### config.mk
export PLATFORM = sky130hd
export DESIGN_NAME = mvb_serializer_flat
export DESIGN_NICKNAME = d
export VERILOG_FILES = /design/src/rtl/mvb_serializer_if.sv /design/src/rtl/mvb_serializer.sv /design/src/flat_wrapper.sv
export SDC_FILE = /design/constraint.sdc
export NUM_CORES = 1
export LEC_CHECK = 0
export CAP_MARGIN = 5
export CORE_MARGIN = 3
export CORE_UTILIZATION = 35
export DETAILED_ROUTE_END_ITERATION = 10
export PLACE_DENSITY = 0.64
export SLEW_MARGIN = 30
export SYNTH_ARGS = -nofsm -noshare
export SYNTH_HDL_FRONTEND = slang
export SYNTH_SLANG_ARGS = --single-unit
### constraint.sdc
create_clock -name clk_3M -period 3 [get_ports clk_3M]
set_input_delay 0.6 -clock clk_3M [delete_from_list [all_inputs] [get_ports clk_3M]]
set_output_delay 0.6 -clock clk_3M [all_outputs]
set_load 0.1 [all_outputs]
### src/rtl/mvb_serializer_if.sv
// Word handshake between the frame/word scheduler (master) and the MVB serializer (slave).
interface mvb_serializer_if;
  localparam int unsigned WORD_W = 16;

  logic [WORD_W-1:0] in_data;
  logic              in_valid;
  logic              in_ready;

  modport master (output in_data, output in_valid, input in_ready);
  modport slave  (input in_data, input in_valid, output in_ready);
endinterface

### src/rtl/mvb_serializer.sv
// MVB transmit serializer: shifts 16-bit words out MSB-first and appends a CRC-7 + even
// parity check byte after every data group (64 bits, or the whole frame when shorter).
module mvb_serializer #(
  parameter logic [6:0]  CRC_POLY   = 7'b1100101,
  parameter int unsigned GROUP_BITS = 64
) (
  input  logic                   clk_3M,
  input  logic                   rst,
  input  logic                   start,
  input  logic [2:0]             frame_size,
  mvb_serializer_if.slave        word_if,
  output logic                   data_out,
  output logic                   tx_en,
  output logic                   busy,
  output logic                   frame_done,
  output logic                   underrun,
  output logic                   size_error,
  output logic [8:0]             bit_counter
);
  localparam int unsigned WORD_W = 16;
  localparam int unsigned CRC_W  = 7;
  localparam int unsigned CNT_W  = 9;
  localparam int unsigned BITS_W = 10;
  localparam int unsigned GRP_W  = 5;
  localparam int unsigned POS_W  = $clog2(GROUP_BITS + 8);
  localparam logic [2:0]  MAX_SIZE = 3'd4;

  typedef enum logic [1:0] {IDLE, DATA, CHECK} state_e;

  function automatic logic [BITS_W-1:0] data_bits(input logic [2:0] sz);
    return BITS_W'(WORD_W) << sz;
  endfunction

  function automatic logic [POS_W-1:0] group_bits(input logic [2:0] sz);
    logic [BITS_W-1:0] db;
    db = data_bits(sz);
    return (db < BITS_W'(GROUP_BITS)) ? POS_W'(db) : POS_W'(GROUP_BITS);
  endfunction

  function automatic logic [GRP_W-1:0] groups_left(input logic [2:0] sz);
    logic [BITS_W-1:0] db;
    db = data_bits(sz);
    if (db > BITS_W'(GROUP_BITS)) return GRP_W'(db / BITS_W'(GROUP_BITS) - BITS_W'(1));
    return '0;
  endfunction

  function automatic logic [CRC_W-1:0] crc_step(input logic [CRC_W-1:0] c, input logic b);
    return {c[CRC_W-2:0], 1'b0} ^ ((b ^ c[CRC_W-1]) ? CRC_POLY : CRC_W'(0));
  endfunction

  state_e              state_q, state_d;
  logic [WORD_W-1:0]   shift_q, shift_d;
  logic [CRC_W-1:0]    crc_q, crc_d;
  logic                par_q, par_d;
  logic [POS_W-1:0]    pos_q, pos_d;
  logic [POS_W-1:0]    gbits_q, gbits_d;
  logic [GRP_W-1:0]    grp_q, grp_d;
  logic [CNT_W-1:0]    cnt_q, cnt_d;
  logic                data_out_q, data_out_d;
  logic                tx_en_q, tx_en_d;
  logic                busy_q;
  logic                in_ready_q, in_ready_d;
  logic                frame_done_q, frame_done_d;
  logic                size_error_q, size_error_d;
  logic                underrun_c;
  logic                chk_last_c;
  logic                fetch_next_c;

  // State holds what is on the line this cycle; outputs are registered from the next state.
  always_comb begin
    state_d      = state_q;
    shift_d      = shift_q;
    crc_d        = crc_q;
    par_d        = par_q;
    pos_d        = pos_q;
    gbits_d      = gbits_q;
    grp_d        = grp_q;
    cnt_d        = cnt_q;
    frame_done_d = 1'b0;
    size_error_d = 1'b0;
    underrun_c   = 1'b0;
    chk_last_c   = (pos_q == gbits_q + POS_W'(7));

    unique case (state_q)
      IDLE: begin
        if (start) begin
          if (frame_size > MAX_SIZE) begin
            size_error_d = 1'b1;
          end else if (in_ready_q && word_if.in_valid) begin
            state_d = DATA;
            shift_d = word_if.in_data;
            crc_d   = '0;
            par_d   = 1'b0;
            pos_d   = '0;
            gbits_d = group_bits(frame_size);
            grp_d   = groups_left(frame_size);
            cnt_d   = '0;
          end
        end
      end
      DATA: begin
        crc_d   = crc_step(crc_q, shift_q[WORD_W-1]);
        par_d   = par_q ^ shift_q[WORD_W-1];
        shift_d = {shift_q[WORD_W-2:0], 1'b0};
        pos_d   = pos_q + POS_W'(1);
        cnt_d   = cnt_q + CNT_W'(1);
        if (in_ready_q) shift_d = word_if.in_data;
        if (pos_q == gbits_q - POS_W'(1)) state_d = CHECK;
      end
      CHECK: begin
        pos_d = pos_q + POS_W'(1);
        cnt_d = cnt_q + CNT_W'(1);
        if (!chk_last_c) begin
          // Emitted CRC bits also feed the parity so the last bit covers data + CRC.
          par_d = par_q ^ crc_q[CRC_W-1];
          crc_d = {crc_q[CRC_W-2:0], 1'b0};
        end else begin
          crc_d = '0;
          par_d = 1'b0;
          if (grp_q == '0) begin
            state_d      = IDLE;
            frame_done_d = 1'b1;
            cnt_d        = cnt_q;
          end else begin
            state_d = DATA;
            shift_d = word_if.in_data;
            pos_d   = '0;
            grp_d   = grp_q - GRP_W'(1);
          end
        end
      end
      default: state_d = IDLE;
    endcase

    if (state_q != IDLE && in_ready_q && !word_if.in_valid) begin
      underrun_c   = 1'b1;
      state_d      = IDLE;
      crc_d        = '0;
      par_d        = 1'b0;
      cnt_d        = cnt_q;
      frame_done_d = 1'b0;
    end

    // A fetch point is the last bit before a new word must start with no gap.
    fetch_next_c = ((state_d == DATA) && (pos_d[3:0] == 4'hF) && (pos_d != gbits_d - POS_W'(1))) ||
                   ((state_d == CHECK) && (pos_d == gbits_d + POS_W'(7)) && (grp_d != '0));
    in_ready_d   = (state_d == IDLE) || fetch_next_c;
    tx_en_d      = (state_d != IDLE);
    if (state_d == DATA)       data_out_d = shift_d[WORD_W-1];
    else if (state_d == CHECK) data_out_d = (pos_d == gbits_d + POS_W'(7)) ? par_d : crc_d[CRC_W-1];
    else                       data_out_d = 1'b0;
  end

  always_ff @(posedge clk_3M or negedge rst) begin
    if (!rst) begin
      state_q      <= IDLE;
      shift_q      <= '0;
      crc_q        <= '0;
      par_q        <= 1'b0;
      pos_q        <= '0;
      gbits_q      <= '0;
      grp_q        <= '0;
      cnt_q        <= '0;
      data_out_q   <= 1'b0;
      tx_en_q      <= 1'b0;
      busy_q       <= 1'b0;
      in_ready_q   <= 1'b0;
      frame_done_q <= 1'b0;
      size_error_q <= 1'b0;
    end else begin
      state_q      <= state_d;
      shift_q      <= shift_d;
      crc_q        <= crc_d;
      par_q        <= par_d;
      pos_q        <= pos_d;
      gbits_q      <= gbits_d;
      grp_q        <= grp_d;
      cnt_q        <= cnt_d;
      data_out_q   <= data_out_d;
      tx_en_q      <= tx_en_d;
      busy_q       <= tx_en_d;
      in_ready_q   <= in_ready_d;
      frame_done_q <= frame_done_d;
      size_error_q <= size_error_d;
    end
  end

  assign word_if.in_ready = in_ready_q;
  assign data_out         = data_out_q;
  assign tx_en            = tx_en_q;
  assign busy             = busy_q;
  assign frame_done       = frame_done_q;
  assign size_error       = size_error_q;
  assign underrun         = underrun_c;
  assign bit_counter      = cnt_q;
endmodule

### src/flat_wrapper.sv
// flat-port wrapper written by rule: the top's interface ports become plain ports
module mvb_serializer_flat 
#(
  parameter logic [6:0]  CRC_POLY   = 7'b1100101,
  parameter int unsigned GROUP_BITS = 64
)
  (clk_3M, rst, start, frame_size, data_out, tx_en, busy, frame_done, underrun, size_error, bit_counter, word_if_in_data, word_if_in_valid, word_if_in_ready);
  mvb_serializer_if word_if_i ();
  input  logic clk_3M;
  input  logic rst;
  input  logic start;
  input  logic [2:0] frame_size;
  output logic data_out;
  output logic tx_en;
  output logic busy;
  output logic frame_done;
  output logic underrun;
  output logic size_error;
  output logic [8:0] bit_counter;
  input wire logic [$bits(word_if_i.in_data)-1:0] word_if_in_data;
  input wire logic [$bits(word_if_i.in_valid)-1:0] word_if_in_valid;
  output wire logic [$bits(word_if_i.in_ready)-1:0] word_if_in_ready;
  assign word_if_i.in_data = word_if_in_data;
  assign word_if_i.in_valid = word_if_in_valid;
  assign word_if_in_ready = word_if_i.in_ready;
  mvb_serializer #(.CRC_POLY(CRC_POLY), .GROUP_BITS(GROUP_BITS)) u_core (.clk_3M(clk_3M), .rst(rst), .start(start), .frame_size(frame_size), .word_if(word_if_i), .data_out(data_out), .tx_en(tx_en), .busy(busy), .frame_done(frame_done), .underrun(underrun), .size_error(size_error), .bit_counter(bit_counter));
endmodule
Yosys cells after proc, flatten, opt, wreduce, memory -nomap -nowiden
Cells that the tools add are included.
{ "classes": {"addsub": 8, "magnitude_cmp": 3, "eq_ne": 18, "n_shift": 1, "muxes": 69, "bitwise_logic": 5, "n_reduce_logical": 21} }
{ "ops": {"columns": ["cell", "n"], "rows": [
  ["2-to-1 mux 7 bit", 16],
  ["2-to-1 mux 16 bit", 6],
  ["one-hot mux 16 bit (3 select lines)", 1],
  ["2-to-1 mux 9 bit", 5],
  ["one-hot mux 7 bit (3 select lines)", 2],
  ["2-to-1 mux 5 bit", 7],
  ["one-hot mux 9 bit (3 select lines)", 1],
  ["2-to-1 mux 1 bit", 22],
  ["== test 7 bit", 3],
  ["adder 7 x 3 -> 7 bit, second input constant", 2],
  ["subtractor 7 x 1 -> 7 bit, second input constant", 2],
  ["2-to-1 mux 2 bit", 6],
  ["AND reduction 6 bit", 2],
  ["> comparator 10 x 7 -> 1 bit, second input constant", 1],
  ["< comparator 10 x 7 -> 1 bit, second input constant", 1],
  ["one-hot mux 5 bit (2 select lines)", 1],
  ["left shift 5 x 3 -> 10 bit, first input constant", 1],
  ["adder 9 x 1 -> 9 bit, second input constant", 1],
  ["adder 7 x 1 -> 7 bit, second input constant", 1],
  ["logical AND 1 bit", 7],
  ["inequality test 7 bit", 1],
  ["bitwise XOR 7 bit", 1],
  ["inequality test 2 bit, second input constant", 3],
  ["inequality test 3 bit, second input constant", 2],
  ["other kinds (22)", 30]
]} }
{ "word_totals": {"reg_bits": 59, "in_bits": 23} }

Depth between registers and ports, before layout
{ "logic_depth": {"depth_word": 16, "mapped_depth": 14, "mapped_depth_nobuf": 12} }

Worst setup path before layout
OpenSTA, ideal clock, no wires.
{ "synth_path": {"kind": "reg-to-reg", "start": "register u_core.in_ready_q (netlist: u_core.word_if.in_ready)", "end": "register u_core.cnt_q[0] (netlist: u_core.bit_counter[0])", "setup_time_ps": 166, "t_arrival_ps": 3622, "setup_slack_ps": -788, "path_stages_with_launch": 9, "synth_period_minus_slack_ps": 3788, "cell_sequence": "dfrtp_1 > buf_4 > nand2b_1 > nor2_1 > nor2_1 > and3_1 > clkbuf_1 > nand2_1 > o21ai_0"} }
{ "synth_via": {"elab_chain_cells": 4} }
{ "synth_rtl": {"columns": ["item", "line_no", "text"], "rows": [
  ["start, declared", "mvb_serializer.sv:62", "logic in_ready_q, in_ready_d;"],
  ["start signal, assigned", "mvb_serializer.sv:182", "in_ready_q <= in_ready_d;"],
  ["parallel branches: the longest is 3 deep, another holds inequality test 2 x 1 -> 1 bit", null, null],
  ["AND reduction 6 bit (no line) (*)", null, null],
  ["end signal, assigned", "mvb_serializer.sv:178", "cnt_q <= cnt_d;"],
  ["end, declared", "mvb_serializer.sv:58", "logic [CNT_W-1:0] cnt_q, cnt_d;"]
]} }
Mark *: on every way between the ends.
A chain may end at the register's enable or synchronous reset.

Worst setup path after layout
{ "layout_path": {"start": "register u_core.gbits_q[1]", "end": "register u_core.in_ready_q (netlist: u_core.word_if.in_ready)"} }
{ "layout_rtl": {"columns": ["item", "line_no", "text"], "rows": [
  ["start, declared", "mvb_serializer.sv:56", "logic [POS_W-1:0] gbits_q, gbits_d;"],
  ["start signal, assigned", "mvb_serializer.sv:176", "gbits_q <= gbits_d;"],
  ["adder 7 x 3 -> 7 bit", "mvb_serializer.sv:82", "chk_last_c = (pos_q == gbits_q + POS_W'(7));"],
  ["== test 7 bit", "mvb_serializer.sv:82", null],
  ["2-to-1 mux 5 bit", "mvb_serializer.sv:113", "if (!chk_last_c) begin"],
  ["one-hot mux 5 bit (2 select lines)", "mvb_serializer.sv:84", "unique case (state_q)"],
  ["named net u_core.grp_d[0]", "mvb_serializer.sv:57", "logic [GRP_W-1:0] grp_q, grp_d;"],
  ["nonzero test 5 bit", "mvb_serializer.sv:146", "((state_d == CHECK) && (pos_d == gbits_d + POS_W'(7)) && (grp_d != '0));"],
  ["logical AND 1 bit", "mvb_serializer.sv:146", null],
  ["logical OR 1 bit", "mvb_serializer.sv:145", "fetch_next_c = ((state_d == DATA) && (pos_d[3:0] == 4'hF) && (pos_d != gbits_d - POS_W'(1))) ||"],
  ["logical OR 1 bit", "mvb_serializer.sv:147", "in_ready_d = (state_d == IDLE) || fetch_next_c;"],
  ["named net u_core.in_ready_d", "mvb_serializer.sv:62", null]
]} }
The timed path passes the listed nets, and every way through them passes these cells.

==> impl_metrics.env <==
export IMPL_power_leakage_nw=2.794
export IMPL_grt_remaining_overflow=0
export IMPL_track_usage_pct=19.59
export IMPL_htree_levels=3
export IMPL_dieHeight_um=116.4
export IMPL_antenna_found_initial=0
export IMPL_finalWirelength_mm=12.80
export IMPL_finalMaxSlewViolations=0
export IMPL_ys_seq_elements=59
export IMPL_dp_cells=764
export IMPL_gp_congestion=0.8838
export IMPL_hp_class="in -> async"
export IMPL_clkSinkCount=59
export IMPL_crit_path_end_kind="flop"
export IMPL_yosysSeqAreaShare_pct=34.59
export IMPL_final_cell_mix="buf_4, nand2_1, dfrtp_1, nor2_1, o21ai_0"
export IMPL_detail_route_first_pass_iterations=5
export IMPL_detailed_place_hpwl_mm=9.585
export IMPL_fin_skew_ns=0.01032
export IMPL_cts_clk_slew_worst_paths_ns=0.06
export IMPL_hold_violations=0
export IMPL_dieArea_um2=13550
export IMPL_n_fill_cell=1088
export IMPL_critPathMaxFanout=3
export IMPL_fin_util_pct=51.58
export IMPL_ys_warn_count=0
export IMPL_setup_violations=1
export IMPL_ios=39
export IMPL_grt_pass1_vias=4361
export IMPL_power_density_nw_per_um2=784.6
export IMPL_ir_drop_mv=0.3900
export IMPL_synth_fp_nets=541
export IMPL_netlist_instances=506
export IMPL_fin_crit_ns=3.009
export IMPL_io_buffers=38
export IMPL_worst_pin_slew_ns=0.6087
export IMPL_synth_edf_count=0
export IMPL_areaGrowthSynthToFinish_pct=40.96
export IMPL_syn_area_um2=4268
export IMPL_route_vias_total=4225
export IMPL_synth_area_per_cell_um2=8.434
export IMPL_start_kind="flop"
export IMPL_synth_cell_types=76
export IMPL_critPathRequiredTime_ns=3.20
export IMPL_fmax_mhz=332.4
export IMPL_cp_arrival_ns=3.21
export IMPL_fin_crit_sh_pct=100.3
export IMPL_drive_gt1_share_pct=31.06
export IMPL_diodes=0
export IMPL_cts_root_buf="clkbuf_16"
export IMPL_violations="negative setup slack"
export IMPL_drcViolationCount=0
export IMPL_rsz0062_at_grt="true"
export IMPL_grt_max_degree=31
export IMPL_async_reset_ff_share_pct=100.0
export IMPL_core_um2=11660
export IMPL_antenna_left=0
export IMPL_tns_ns=-0.008692
export IMPL_vias_per_cell=5.368
export IMPL_path_class="reg -> reg"
export IMPL_ys_flop_type="dfrtp_1"
export IMPL_die_x_um=116.4
export IMPL_clock_latency_ns=0.33
export IMPL_rows=39
export IMPL_grt_pass1_wl_mm=21.12
export IMPL_start_util_pct=36.59
export IMPL_fin_nets=674
export IMPL_fin_cells=787
export IMPL_layout_setup_ws_ns=-0.008692
export IMPL_clockBufferDepth=2
export IMPL_outcome="complete, but fails checks"
export IMPL_maxCapViolations=0
export IMPL_wl_per_cell_um=16.26
export IMPL_cts_hold_buf=0
export IMPL_cts_made_buffers=9
export IMPL_timing_slew_headroom_pct=59.13
export IMPL_cts_tree="built"
export IMPL_final_common_cell="buf_4"
export IMPL_drtIter0Drc=358
stage by stage:
step	instance area (µm²)	worst slack, ns	hold slack [ns]	power [mW]
after global placement	5478	-0.4298	0.4664	3.547
after detailed placement	5478	-0.5361	0.4695	3.602
after floorplan	4329	0.006778	0.3044	2.707
after CTS	5889	-0.01577	0.2406	4.624
final	6016	-0.008692	0.2289	4.720
after global routing	6016	-0.1208	0.2577	5.033
cell families (layout without fill, tap and decap cells):
group,Yosys count,after routing,share of synthesized area (%)
AND/OR/NAND/NOR,195,195,22.66
AO/OA/AOI/OAI,141,141,23.31
flip-flops,59,59,34.59
buffers and inverters,53,191,5.482
XOR/XNOR,27,27,5.893
multiplexers,19,19,4.544
adder cells (fa/ha/maj),12,12,3.518
sequential cells by signal (all words and copies together), names as in the netlist:
signal                   flops
u_core.crc_q                 7
u_core.pos_q                 7
u_core.data_out              1
u_core.tx_en                 1
u_core.par_q                 1
u_core.gbits_q               7
u_core.shift_q              16
u_core.grp_q                 5
u_core.state_q               2
u_core.size_error            1
u_core.frame_done            1
u_core.word_if.in_ready      1
u_core.bit_counter           9
cells in the mapped netlist (2+ instances only):
library cell	n	area [µm²]
buf_1	2	7.510
o31ai_1	8	60.06
mux2i_1	18	180.2
nor2b_1	3	18.77
and3_1	7	43.79
o21a_1	3	22.52
nor3b_1	2	15.01
nor3_2	2	20.02
ha_1	12	150.1
nor3_4	2	32.53
or3_1	4	25.02
xor2_1	8	70.07
inv_1	28	105.1
nand3b_1	2	15.01
a21o_1	3	22.52
and2_1	3	18.77
buf_2	4	20.02
dfrtp_1	59	1476
o31a_1	3	26.28
buf_4	4	30.03
o211ai_1	6	45.04
nand2b_1	4	25.02
xnor2_1	18	157.7
nand3_1	20	100.1
nand4_1	4	25.02
nor4_1	2	12.51
or2_2	4	25.02
o211a_1	2	20.02
o22ai_1	2	12.51
a31oi_1	4	25.02
nor3_1	5	25.02
nor2_1	47	176.4
nand2_1	73	274.0
buf_6	2	22.52
o21ai_0	43	215.2
a22o_1	8	70.07
a32oi_1	2	17.52
clkbuf_1	13	48.80
a21oi_2	2	17.52
a221o_1	2	20.02
a211oi_1	3	22.52
a21oi_1	29	145.1
timing repair:
item / CTS / global route
setup buffers: 5 / 2
endpoints found under the setup margin: 8 / 4
gates resized for setup: 30 / 23
pin swaps: 18 / 19
critical path, cell delays in order (launching register included):
cell and delay [ns]:
dfrtp_1 0.40, buf_6 0.14, o311ai_4 0.36, xnor2_2 0.20, and2_4 0.19, nand3_1 0.10
o31a_1 0.32, a221o_1 0.37, or2_2 0.29, nor4_2 0.27, buf_4 0.16, o311ai_2 0.08
cell type report:
type                    count  area (µm²)  share of cell area (%)
multi-input cells         394        2793                   46.42
well taps                 143       178.9                   2.974
inverters                  28       105.1                   1.747
flip-flops and latches     59        1484                   24.67
clock inverters             5       31.28                  0.5200
repair buffers            147        1191                   19.80
clock buffers              11       232.7                   3.869
layer usage:
| layer | part of all wire, % | track usage (%) | vias to the layer above |
|---|---|---|---|
| met1 | 43 | 24.89 | 2029 |
| li1 | - | - | 2069 |
| met3 | 4.7 | 3.575 | 27 |
| met4 | 1.9 | 6.342 | 0 |
| met5 | 0 | 0 | - |
| met2 | 50 | 33.68 | 100 |
worst paths after layout:
| kind | cells after the start | start | to | slack [ns] |
|---|---|---|---|---|
| max in group asynchronous | 2 | rst | u_core.word_if.in_ready | 2.10 |
| max | 11 | u_core.gbits_q[1] | u_core.word_if.in_ready | -0.009 |
| max reg2reg | 11 | u_core.gbits_q[1] | u_core.word_if.in_ready | -0.009 |
| min reg2reg | 2 | u_core.shift_q[3] | u_core.shift_q[3] | 0.47 |
| min | 1 | rst | u_core.bit_counter[1] | 0.23 |
| min in group clk_3M | 2 | u_core.shift_q[3] | u_core.shift_q[3] | 0.47 |
power breakdown:
group          switching [mW]  total (mW)  internal (mW)  leakage [nW]
Sequential              0.204        1.23           1.03         0.793
Clock                   0.364       0.919          0.555         0.129
Combinational            1.47        2.57           1.10          1.87
(Power assumes the default switching activity.)
